$ cat src/rtl/chip8_sprite_blitter.sv
// CHIP-8 / SUPER-CHIP sprite blitter: XORs 8xN or 16x16 sprites into a 1-bpp
// screen held in shared RAM, with per-draw wrap/clip and collision reporting.
module chip8_sprite_blitter #(
  parameter int W_BYTES = 8,
  parameter int H = 32,
  parameter int ADDR_W = 12,
  parameter logic [ADDR_W-1:0] SCREEN_BASE = ADDR_W'('h100),
  localparam int XW = $clog2(W_BYTES*8),
  localparam int YW = $clog2(H)
) (
  input  logic              clk,
  input  logic              reset,
  input  logic              draw,
  input  logic [ADDR_W-1:0] address,
  input  logic [3:0]        sprite_height,
  input  logic [XW-1:0]     x,
  input  logic [YW-1:0]     y,
  input  logic              wide,
  input  logic              wrap,
  output logic              busy,
  output logic              done,
  output logic              collision,
  output logic [4:0]        collision_rows,
  output logic [ADDR_W-1:0] mem_read_address,
  output logic              mem_read_enable,
  input  logic [7:0]        mem_read_data,
  output logic [ADDR_W-1:0] mem_write_address,
  output logic [7:0]        mem_write_data,
  output logic              mem_write_enable
);
  localparam int CW = XW - 3;

  typedef enum logic [2:0] {IDLE, FETCH0, FETCH1, RD, RMW, NEXT} state_t;
  state_t state, state_nxt;

  logic [ADDR_W-1:0] base;
  logic [3:0]        height;
  logic [CW-1:0]     xb;
  logic [2:0]        shift;
  logic [YW-1:0]     y_q;
  logic              wide_q, wrap_q;
  logic [4:0]        row, row_n;
  logic [1:0]        k;
  logic [7:0]        b0, b1;
  logic              row_hit;

  logic [4:0]        rows_total, clipped;
  logic              row_last, row_term, finish, k_more, start_empty;
  logic [1:0]        n_bytes;
  logic [YW-1:0]     r_idx;
  logic [CW-1:0]     c_idx;
  logic [31:0]       scr_sum;
  logic [ADDR_W-1:0] scr_addr;
  logic [23:0]       span;
  logic [7:0]        p;
  logic [5:0]        cr_sum;

  assign start_empty = !wide && (sprite_height == 4'd0);
  assign rows_total  = wide_q ? 5'd16 : {1'b0, height};
  assign row_n       = row + 5'd1;
  assign row_last    = (row_n == rows_total);
  assign row_term    = !wrap_q && (int'(y_q) + int'(row) + 1 >= H);
  assign finish      = row_last || row_term;
  assign n_bytes     = wide_q ? ((shift != 3'd0) ? 2'd3 : 2'd2)
                              : ((shift != 3'd0) ? 2'd2 : 2'd1);
  // Clipped bytes are always the trailing ones, so stopping at the first is enough.
  assign k_more      = (int'(k) + 1 < int'(n_bytes)) &&
                       (wrap_q || (int'(xb) + int'(k) + 1 < W_BYTES));

  // Natural truncation of the row/column sums gives the wrap-mode modulo.
  assign r_idx    = y_q + YW'(row);
  assign c_idx    = xb + CW'(k);
  assign scr_sum  = 32'(SCREEN_BASE) + (32'(r_idx) << CW) + 32'(c_idx);
  assign scr_addr = scr_sum[ADDR_W-1:0];

  assign span = wide_q ? ({b0, b1, 8'h00} >> shift) : ({b0, 16'h0000} >> shift);
  always_comb begin
    case (k)
      2'd0:    p = span[23:16];
      2'd1:    p = span[15:8];
      default: p = span[7:0];
    endcase
  end

  // Rows left undrawn by a clip count toward collision_rows.
  assign clipped = (row_term && !row_last) ? (rows_total - row_n) : 5'd0;
  assign cr_sum  = {1'b0, collision_rows} + {5'd0, row_hit} + {1'b0, clipped};

  always_ff @(posedge clk) begin
    if (reset) state <= IDLE;
    else       state <= state_nxt;
  end

  always_comb begin
    state_nxt = state;
    case (state)
      IDLE:    if (draw && !start_empty) state_nxt = FETCH0;
      FETCH0:  state_nxt = wide_q ? FETCH1 : RD;
      FETCH1:  state_nxt = RD;
      RD:      state_nxt = RMW;
      RMW:     state_nxt = k_more ? RD : NEXT;
      NEXT:    state_nxt = finish ? IDLE : FETCH0;
      default: state_nxt = IDLE;
    endcase
  end

  // Enables are gated by reset so an abort stops memory traffic at once.
  always_comb begin
    busy              = (state != IDLE);
    mem_read_enable   = 1'b0;
    mem_read_address  = '0;
    mem_write_enable  = 1'b0;
    mem_write_address = '0;
    mem_write_data    = '0;
    if (!reset) begin
      case (state)
        IDLE: if (draw && !start_empty) begin
          mem_read_enable  = 1'b1;
          mem_read_address = address;
        end
        FETCH0: if (wide_q) begin
          mem_read_enable  = 1'b1;
          mem_read_address = base + ADDR_W'({row, 1'b1});
        end
        RD: begin
          mem_read_enable  = 1'b1;
          mem_read_address = scr_addr;
        end
        RMW: begin
          mem_write_enable  = 1'b1;
          mem_write_address = scr_addr;
          mem_write_data    = mem_read_data ^ p;
        end
        NEXT: if (!finish) begin
          mem_read_enable  = 1'b1;
          mem_read_address = wide_q ? base + ADDR_W'({row_n, 1'b0}) : base + ADDR_W'(row_n);
        end
        default: ;
      endcase
    end
  end

  always_ff @(posedge clk) begin
    if (reset) begin
      done <= 1'b0; collision <= 1'b0; collision_rows <= '0;
      base <= '0; height <= '0; xb <= '0; shift <= '0; y_q <= '0;
      wide_q <= 1'b0; wrap_q <= 1'b0; row <= '0; k <= '0;
      b0 <= '0; b1 <= '0; row_hit <= 1'b0;
    end else begin
      done <= 1'b0;
      case (state)
        IDLE: if (draw) begin
          base <= address; height <= sprite_height;
          xb <= x[XW-1:3]; shift <= x[2:0]; y_q <= y;
          wide_q <= wide; wrap_q <= wrap;
          row <= '0; k <= '0; row_hit <= 1'b0;
          collision <= 1'b0; collision_rows <= '0;
          done <= start_empty;
        end
        FETCH0: begin
          b0 <= mem_read_data; k <= '0; row_hit <= 1'b0;
        end
        FETCH1: b1 <= mem_read_data;
        RMW: begin
          if (|(mem_read_data & p)) begin
            collision <= 1'b1; row_hit <= 1'b1;
          end
          k <= k + 2'd1;
        end
        NEXT: begin
          collision_rows <= (cr_sum > 6'd16) ? 5'd16 : cr_sum[4:0];
          if (finish) done <= 1'b1;
          else        row  <= row_n;
        end
        default: ;
      endcase
    end
  end
endmodule
$ cat config.mk
export PLATFORM = sky130hd
export DESIGN_NAME = chip8_sprite_blitter
export DESIGN_NICKNAME = d
export VERILOG_FILES = /design/src/rtl/chip8_sprite_blitter.sv
export SDC_FILE = /design/constraint.sdc
export NUM_CORES = 1
export LEC_CHECK = 0
export CORE_ASPECT_RATIO = 1.2
export CORE_MARGIN = 2
export CORE_UTILIZATION = 35
export CTS_CLUSTER_DIAMETER = 80
export CTS_CLUSTER_SIZE = 10
export DETAILED_ROUTE_END_ITERATION = 10
export HOLD_SLACK_MARGIN = 0.08
export SLEW_MARGIN = 0
export SYNTH_ARGS = -nofsm -noshare
export SYNTH_HDL_FRONTEND = slang
export SYNTH_SLANG_ARGS = --single-unit
$ cat constraint.sdc
create_clock -name clk -period 6.1 [get_ports clk]
set_clock_uncertainty 0.2 [all_clocks]
set_input_delay 1.22 -clock clk [delete_from_list [all_inputs] [get_ports clk]]
set_output_delay 1.22 -clock clk [all_outputs]
set_load 0.02 [all_outputs]
==> results of run 1 <==
## per-stage QoR
stage,utilization,hold WS (ps),total power [W],setup WS (ps),instances
2_1_floorplan,-,231.8,0.0007342,1903,707
3_3_place_gp,0.4177,251.7,0.0008623,1070,956
3_5_place_dp,0.4177,257.4,0.0008666,1034,956
4_1_cts,0.4384,264.4,0.001411,930.1,972
5_1_grt,0.4384,291.5,0.001470,721.9,972
6_report,0.4384,264.3,0.001401,873.8,972
## final timing paths
| check | start | to | depth (start not counted) |
|---|---|---|---|
| worst max-delay path | row[0]$_SDFFE_PP0P_ | mem_read_address[9] | 12 |
| worst min-delay path | y_q[4]$_SDFFE_PP0P_ | y_q[4]$_SDFFE_PP0P_ | 2 |
| worst max register to register | row[0]$_SDFFE_PP0P_ | collision_rows[2]$_SDFFE_PP0P_ | 13 |
| worst min register to register | y_q[4]$_SDFFE_PP0P_ | y_q[4]$_SDFFE_PP0P_ | 2 |
## cell usage in the layout, fill, tap and decap left out, types with 7 or more instances in the layout
master | Yosys | final
mux2i_1 | 32 | 32
fa_1 | 9 | 9
o211ai_1 | 7 | 7
a211oi_1 | 14 | 14
nand3_1 | 13 | 13
dfxtp_1 | 63 | 63
xor2_1 | 9 | 9
xnor2_1 | 15 | 15
nor3_1 | 12 | 12
nand2b_1 | 16 | 16
nor2_1 | 68 | 68
o22ai_1 | 13 | 13
nor2b_1 | 9 | 9
buf_4 | 4 | 11
nand2_1 | 96 | 96
a21o_1 | 10 | 10
ha_1 | 45 | 45
clkdlybuf4s50_1 | 0 | 77
a21oi_1 | 72 | 72
clkbuf_16 | 0 | 9
o21ai_0 | 28 | 28
and2_1 | 22 | 22
inv_1 | 30 | 30
## layout make-up
type | count | area [µm²] | share of cell area
Timing Repair Buffer | 89 | 858.3 | 0.1303
Multi-Input combinational cell | 568 | 3775 | 0.5732
Clock inverter | 3 | 40.04 | 0.006080
Clock buffer | 13 | 270.3 | 0.04104
Tap cell | 204 | 255.2 | 0.03876
Sequential cell | 63 | 1261 | 0.1915
Inverter | 32 | 125.1 | 0.01900
## state kept, by name (all words and copies together), names as in the netlist
name and cells:
base 12, b0 8, b1 8, collision_rows 5, row 5, y_q 5, height 4, shift 3
state 3, xb 3, k 2, collision 1, done 1, row_hit 1, wide_q 1, wrap_q 1
## where the power goes
group	switching [W]	internal [W]
sequential	0.0000455	0.000442
clock	0.000191	0.000348
combinational	0.000214	0.000161
## layer usage
metal | GRT usage | share of wire | vias to the layer above | routed length (µm)
met4 | 0.1121 | 0.041 | 0 | 720
met1 | 0.2697 | 0.42 | 2479 | 7379
met2 | 0.3614 | 0.49 | 196 | 8624
met5 | 0 | 0 | - | 0
met3 | 0.04486 | 0.055 | 47 | 966
li1 | - | - | 2597 | -
## worst register-to-register path, delay by kind of cell, from the launching register on
kind	cells	cell delay (ps)
compound gates	5	1590
fa+ha+maj	3	1040
buf+inv	2	270
flops	1	400
simple gates	3	820
## kinds of logic (layout without fill, tap and decap cells)
group / Yosys count / after routing / share of synthesized area
other: 1 / 3 / 0.0006985
DFF: 63 / 63 / 0.2349
AOI/OAI and AO/OA: 190 / 190 / 0.2237
muxes: 38 / 38 / 0.07224
buffers and inverters: 76 / 137 / 0.06339
xor gates and xnor gates: 25 / 25 / 0.04335
adders and majority gates: 55 / 55 / 0.1405
and+or+nand+nor: 257 / 257 / 0.2212
==> results.yml, run 1 <==
power:
  powerDensity_mw_per_mm2: 212.7
  p_leak_nw: 2.587
  ir_worst_vdd_mv: 0.1300
cts:
  hold_buffers: 0
  cts.sinks: 63
  cts.path.max_buffers: 2
  clk_pin_slew_worst_paths_ps: 50
  h-tree-depth: 3
  cts_buffers: 9
  cts_setup_buffers: 0
  ctsResizeCount: 0
  worstSkewPairLatency_ps: 340
  cts_tree: "built"
  cts-root-buf: "clkbuf_16"
placement:
  place_area_mm2: 0.006275
  port_buffers: 78
  place_congestion: 0.9056
  hpwl_mm: 13.38
outcome:
  status: "finished, final reports clean"
yosys:
  synthArstFlopShare: 0
  synth_cell_types: 67
  yosysTopAreaCell: "dfxtp_1"
  synth_area_per_cell_um2: 7.615
  syn-cell-area_mm2: 0.005369
  yosysWarnings: 0
  synth_edf_count: 0
  synth_commonest_cells: "nand2_1 (96), a21oi_1 (72), nor2_1 (68), dfxtp_1 (63), ha_1 (45)"
  synth_area_leaders: "dfxtp_1 (23%), ha_1 (10%), a21oi_1 (6.7%)"
  yosysSeqAreaShare: 0.2349
  synth.most_common_cell: "nand2_1"
  synth_cells: 705
  synth_top_cell_area_share: 0.2349
  synthFlopType: "dfxtp_1"
  synth-seq-cells: 63
sta:
  slew_viol_final: 0
  tns_ps: 0
  fin_crit_ps: 5226
  setup_viol: 0
  max_freq_ghz: 0.1913
  hold_violations: 0
  post-route-period-util: 0.8568
  rsz0062_at_grt: "no"
  worstMarginPinSlew_ps: 850.1
  relSlewSlack: 0.4319
worst_setup_path:
  slowest_stage: "clkdlybuf4s50_1"
  path_buf_inv: 1
  cp-start-kind: "flip-flop"
  cp_max_fo: 7
  cp-end-kind: "output pin"
  critical_path.top_delay_family: "compound AO/OA/AOI/OAI gates"
  crit_chain: "ha_1 -> nand3_1 -> or2_2 -> nand2_1 -> ha_1 -> and2_1 -> o21a_1 -> a31oi_1 -> a21boi_0 -> xnor2_1 -> o22ai_1 -> clkdlybuf4s50_1"
  setup.worst_path.class: "flip-flop to output pin"
  slowest_delay_ps: 660
  cp.arrival_ps: 3810
  required_ps: 4680
  ff2ff_setup_slack_ps: 1720
  cpMostUsedCell: "ha_1"
route:
  dr.pass1.iters: 5
  wire_per_inst_um: 18.20
  ant_nets: 0
  first_iter_violations: 464
  wirelength_mm: 17.69
  via_per_inst: 5.472
  drc_errors: 0
  dr_total_vias: 5319
final_layout:
  area_growth_pct: 22.65
  num-nets-final: 857
  nFillCells: 1517
  drive_above_1_share: 0.06120
  fin_area_mm2: 0.006585
  diodes: 0
die:
  die_h_um: 139.7
  coreArea_mm2: 0.01502
  rows: 49
  ios: 82
  die_x_um: 117.1
  start_util: 0.3574
  dieArea_mm2: 0.01635
global_route:
  grt_max_degree: 62
  grt.overflow.total: 0
  grt_pass1_wl_mm: 27.38
  grt_pass1_vias: 5234
  antenna_found_initial: 0
  globalRouteTotalUtil: 0.2204
run:
  maxCapViolations: 0
min_path:
  worst_hold_path_type: "flip-flop to flip-flop"
Note: power is estimated with default switching activity, not from simulation.
==> run 2, diff against run 1 <==
--- a/config.mk
+++ b/config.mk
@@ -6,7 +6,6 @@
 export NUM_CORES = 1
 export LEC_CHECK = 0
 export CORE_ASPECT_RATIO = 1.2
-export CORE_MARGIN = 2
 export CORE_UTILIZATION = 35
 export CTS_CLUSTER_DIAMETER = 80
 export CTS_CLUSTER_SIZE = 10
==> run 2 against run 1 <==
- highest routed layer unchanged
- critical path depth is 3 lower
- combinational power hardly changed
- critical path type unchanged
- clock power is 8.2% higher
- sequential share of layout area hardly changed
- critical endpoint is now mem_read_address[4]
- utilization is 0.22 points higher
==> results.yml, run 2 (synthesized netlist as in run 1, its figures left out) <==
outcome:
  status: "finished, final reports clean"
power:
  switching_share: 0.3266
  cell_internal_pwr_w: 0.0009733
  powerDensity_mw_per_mm2: 219.3
  ir_worst_vdd_mv: 0.1260
  combPwrFrac: 0.257
  pwr-share-clk: 0.403
  share_seq_of_total_power: 0.340
  p_leak_nw: 2.576
  p_sw_w: 0.0004720
worst_setup_path:
  slowest_stage: "nor3_1"
  cp_max_fo: 7
  crit_chain: "ha_1 -> inv_1 -> ha_1 -> and4_1 -> and2_1 -> nor3_1 -> o21ai_0 -> a31oi_1 -> clkdlybuf4s50_1"
  ff2ff_setup_slack_ps: 1740
  r2r.worst_path.cells: 13
  cp.arrival_ps: 4020
  r2r_start: "row[0]$_SDFFE_PP0P_"
  cp-start-kind: "flip-flop"
  critPathLaunch: "row[0]$_SDFFE_PP0P_"
  cp-end-kind: "output pin"
  slowest_delay_ps: 700
  r2r-end: "collision_rows[1]$_SDFFE_PP0P_"
  setup.worst_path.class: "flip-flop to output pin"
  cpMostUsedCell: "ha_1"
  required_ps: 4680
global_route:
  grt_max_degree: 62
  grt.overflow.total: 0
  grt_pass1_wl_mm: 27.46
  globalRouteTotalUtil: 0.2312
  antenna_found_initial: 0
  grt_pass1_vias: 5181
min_path:
  min_path_cells: 2
  min_to: "y_q[2]$_SDFFE_PP0P_"
  worstHoldStart: "y_q[2]$_SDFFE_PP0P_"
  worst_hold_path_type: "flip-flop to flip-flop"
sta:
  fin_ws_ps: 663.5
  relSlewSlack: 0.3339
  max_freq_ghz: 0.1839
  worstMarginPinSlew_ps: 997.8
  fin_crit_ps: 5436
  rsz0062_at_grt: "no"
  hold_violations: 0
  post-route-period-util: 0.8912
  tns_ps: 0
  setup_viol: 0
  slew_viol_final: 0
route:
  dr_total_vias: 5290
  wl_met1_mm: 7.270
  wire_per_inst_um: 18.02
  first_iter_violations: 306
  top_layer_used: "met4"
  wirelength_mm: 17.48
  ant_nets: 0
  via_per_inst: 5.454
  dr.pass1.iters: 5
  wl_met3_um: 895
  drc_errors: 0
  dr_wl_met2_mm: 8.662
cts:
  cts-root-buf: "clkbuf_16"
  cts_tree: "built"
  h-tree-depth: 3
  cts_buffers: 9
  ctsResizeCount: 0
  clk_pin_slew_worst_paths_ps: 60
  cts_setup_buffers: 0
  cts.path.max_buffers: 2
  hold_buffers: 0
  worstSkewPairLatency_ps: 350
  cts.sinks: 63
final_layout:
  num-nets-final: 855
  regMostFlops: "base"
  fin_area_mm2: 0.006591
  drive_above_1_share: 0.06005
  largest_reg_flops: 12
  reg_top3: "base (12), b0 (8), b1 (8)"
  diodes: 0
  final_cell_mix: "nand2_1 (96), clkdlybuf4s50_1 (77), a21oi_1 (72)"
  final_common_cell: "nand2_1"
  area_growth_pct: 22.77
  nFillCells: 1560
die:
  die_x_um: 115.1
  rows: 49
  coreArea_mm2: 0.01496
  start_util: 0.3589
  dieArea_mm2: 0.01584
  ios: 82
  die_h_um: 137.7
placement:
  port_buffers: 78
  place_area_mm2: 0.006260
  place_ws_ps: 843.6
  hpwl_mm: 13.43
  place_congestion: 0.9685
run:
  maxCapViolations: 0
## run 2: cell count changes in the layout (fill, tap and decap cells not counted), sizes merged
cell      previous run  this run
inv                 31        32
bufinv               1         2
buf                 12        10
clkinv               3         2
clkinvlp             0         2
clkbuf              13        10
## run 2: final cells by class
type,count,area [µm²],share of cell area
clock buffers,10,239.0,0.03626
clock inverters,6,92.59,0.01405
inverters,32,125.1,0.01898
multi-input cells,568,3775,0.5727
flip-flops and latches,63,1261,0.1913
well taps,204,255.2,0.03872
repair buffers,87,843.3,0.1279
## run 2: worst max-delay path: cells and delay by family, from the launching register on
family	cells	cell delay, ps
buffers and inverters	2	840
flip-flops	1	390
adder cells (fa/ha/maj)	2	830
AO/OA/AOI/OAI	2	510
AND/OR/NAND/NOR	3	1100
## run 2: stage by stage
step / std cells / hold slack, ps / util / power (W)
3_5_place_dp: 954 / 256.7 / 0.4185 / 0.0008679
4_1_cts: 970 / 266.8 / 0.4406 / 0.001454
2_1_floorplan: 707 / 231.8 / - / 0.0007342
3_3_place_gp: 954 / 257.6 / 0.4185 / 0.0008616
5_1_grt: 970 / 287.0 / 0.4406 / 0.001514
6_report: 970 / 267.2 / 0.4406 / 0.001445
## run 2: how the worst max path moves through the flow
stage	endpoint	cells after the start
after floorplan	mem_read_address[3]	10
after global placement	mem_read_address[3]	7
after detailed placement	mem_read_address[3]	7
after CTS	mem_read_address[4]	9
after global routing	mem_read_address[4]	9
final	mem_read_address[4]	9
## run 2: power groups by stage
stage	sequential, W	combinational [W]	clock (W)
6_report	0.000491	0.000371	0.000583
5_1_grt	0.000496	0.000407	0.000610
4_1_cts	0.000490	0.000371	0.000593
3_5_place_dp	0.000498	0.000370	0
3_3_place_gp	0.000498	0.000364	0
2_1_floorplan	0.000471	0.000263	0
## run 2: metal layers
layer | track usage | vias up
li1 | - | 2593
met1 | 0.2719 | 2485
met2 | 0.4013 | 174
met3 | 0.04004 | 38
met4 | 0.1190 | 0
met5 | 0 | -
==> run 3, diff against run 2 <==
--- a/config.mk
+++ b/config.mk
@@ -6,11 +6,12 @@
 export NUM_CORES = 1
 export LEC_CHECK = 0
 export CORE_ASPECT_RATIO = 1.2
-export CORE_UTILIZATION = 35
+export CORE_UTILIZATION = 60
 export CTS_CLUSTER_DIAMETER = 80
 export CTS_CLUSTER_SIZE = 10
 export DETAILED_ROUTE_END_ITERATION = 10
 export HOLD_SLACK_MARGIN = 0.08
+export PLACE_DENSITY = 0.87
 export SLEW_MARGIN = 0
 export SYNTH_ARGS = -nofsm -noshare
 export SYNTH_HDL_FRONTEND = slang
==> run 3 against run 2 <==
- worst hold slack improved by 0.92 ps
- highest routed layer unchanged
- critical path type unchanged
- final cell count decreased by 8.9%
- clock power decreased by 27%
- global-route usage increased by 15 points
- via count increased by 5.0%
- register-to-register slack got worse by 20 ps
- worst setup slack improved by 220 ps
- first-iteration DRC count increased by 7.2%
- clock-buffer cell count decreased by 1
==> results.yml, run 3 (synthesized netlist as in run 1, its figures left out) <==
die:
  die_x_um: 88.35
  coreArea_mm2: 0.008611
  dieArea_mm2: 0.009332
  start_util: 0.6235
  rows: 37
  ios: 82
  die_h_um: 105.6
power:
  ir_worst_vdd_mv: 0.1514
  powerDensity_mw_per_mm2: 202.6
  p_leak_nw: 2.541
worst_setup_path:
  cp.arrival_ps: 3790
  setup.worst_path.class: "flip-flop to output pin"
  r2r_start: "row[1]$_SDFFE_PP0P_"
  cp-start-kind: "flip-flop"
  cp-end-kind: "output pin"
  critPathLaunch: "row[1]$_SDFFE_PP0P_"
  required_ps: 4680
  cp_max_fo: 6
global_route:
  globalRouteTotalUtil: 0.3804
  grt_pass1_wl_mm: 26.76
  antenna_found_initial: 0
  grt.overflow.total: 0
  grt_pass1_vias: 5437
  grt_max_degree: 62
cts:
  cts_buffers: 9
  ctsResizeCount: 0
  cts.path.max_buffers: 2
  cts_setup_buffers: 0
  clk_pin_slew_worst_paths_ps: 80
  cts.sinks: 63
  worstSkewPairLatency_ps: 370
  h-tree-depth: 3
  cts-root-buf: "clkbuf_8"
  cts_tree: "built"
  hold_buffers: 0
placement:
  hpwl_mm: 12.99
  place_ws_ps: 1060
  port_buffers: 78
  place_congestion: 0.9714
route:
  ant_nets: 0
  wirelength_mm: 17.34
  dr.pass1.iters: 8
  wire_per_inst_um: 19.62
  dr_total_vias: 5553
  first_iter_violations: 328
  via_per_inst: 6.282
  drc_errors: 0
final_layout:
  final_cell_mix: "nand2_1 (96), clkdlybuf4s50_1 (77), a21oi_1 (72)"
  regMostFlops: "base"
  nFillCells: 699
  largest_reg_flops: 12
  drive_above_1_share: 0.06128
  final_common_cell: "nand2_1"
  reg_top3: "base (12), b0 (8), b1 (8)"
  area_growth_pct: 18.95
  num-nets-final: 856
  final_core_util: 0.7416
  diodes: 0
sta:
  tns_ps: 0
  slew_viol_final: 0
  hold_violations: 0
  rsz0062_at_grt: "no"
  post-route-period-util: 0.8546
  fin_crit_ps: 5213
  setup_viol: 0
  max_freq_ghz: 0.1918
  fin_ws_ps: 887.2
  relSlewSlack: 0.4140
  worstMarginPinSlew_ps: 876.8
min_path:
  worst_hold_path_type: "flip-flop to flip-flop"
  worstHoldStart: "height[3]$_SDFFE_PP0P_"
outcome:
  status: "finished, final reports clean"
run:
  maxCapViolations: 0
-- run 3: cell types whose count changed in the layout (fill, tap and decap cells not counted) --
cell	change
buf_4	+1
clkbuf_16	-9
clkbuf_8	+8
clkinv_4	+2
clkinvlp_4	-2
inv_6	+1
-- run 3: where the power goes --
| part | switching (W) | total [W] | internal, W |
|---|---|---|---|
| logic | 0.000221 | 0.000381 | 0.000159 |
| registers | 0.0000444 | 0.000485 | 0.000441 |
| clock network | 0.000193 | 0.000427 | 0.000235 |
| total | 0.000458 | 0.00129 | 0.000835 |
-- run 3: metal layers --
metal  up-vias  GRT usage  part of all wire
met5         -          0                 0
li1       2602          -                 -
met4         0     0.2535             0.064
met2       275     0.6511              0.50
met3        85    0.07126             0.073
met1      2591     0.4171              0.37
-- run 3: final timing paths --
| kind | endpoint | slack, ps | depth (start not counted) |
|---|---|---|---|
| worst max-delay path | mem_read_address[11] | 890 | 12 |
| worst min-delay path | height[3]$_SDFFE_PP0P_ | 270 | 2 |
| worst max register to register | collision_rows[0]$_SDFFE_PP0P_ | 1720 | 13 |
| worst min register to register | height[3]$_SDFFE_PP0P_ | 270 | 2 |
-- run 3: worst max-delay path: stages, from the launching register on --
cell and delay, ps:
dfxtp_1 490, ha_1 240, nand3_1 130, or2_2 330, nand2_1 130, ha_1 300
and2_1 180, o21a_1 160, a31oi_1 310, a21oi_1 150, xnor2_1 150, o22ai_1 190
clkdlybuf4s50_1 660
-- run 3: cell type report --
cell class	instances	area [µm²]	share of cell area
Clock buffer	9	123.9	0.01940
Inverter	32	125.1	0.01959
Timing Repair Buffer	88	850.8	0.1332
Tap cell	117	146.4	0.02292
Sequential cell	63	1261	0.1975
Multi-Input combinational cell	568	3775	0.5911
Clock inverter	7	103.9	0.01626
-- run 3: through the flow --
stage / power, W / instances / hold WS (ps) / instance area [µm²]
global placement: 0.0008497 / 868 / 238.7 / 6158
CTS: 0.001283 / 884 / 264.1 / 6386
detailed placement: 0.0008611 / 868 / 251.7 / 6158
finish: 0.001294 / 884 / 268.1 / 6386
floorplan: 0.0007342 / 707 / 231.8 / 5376
global route: 0.001343 / 884 / 292.2 / 6386
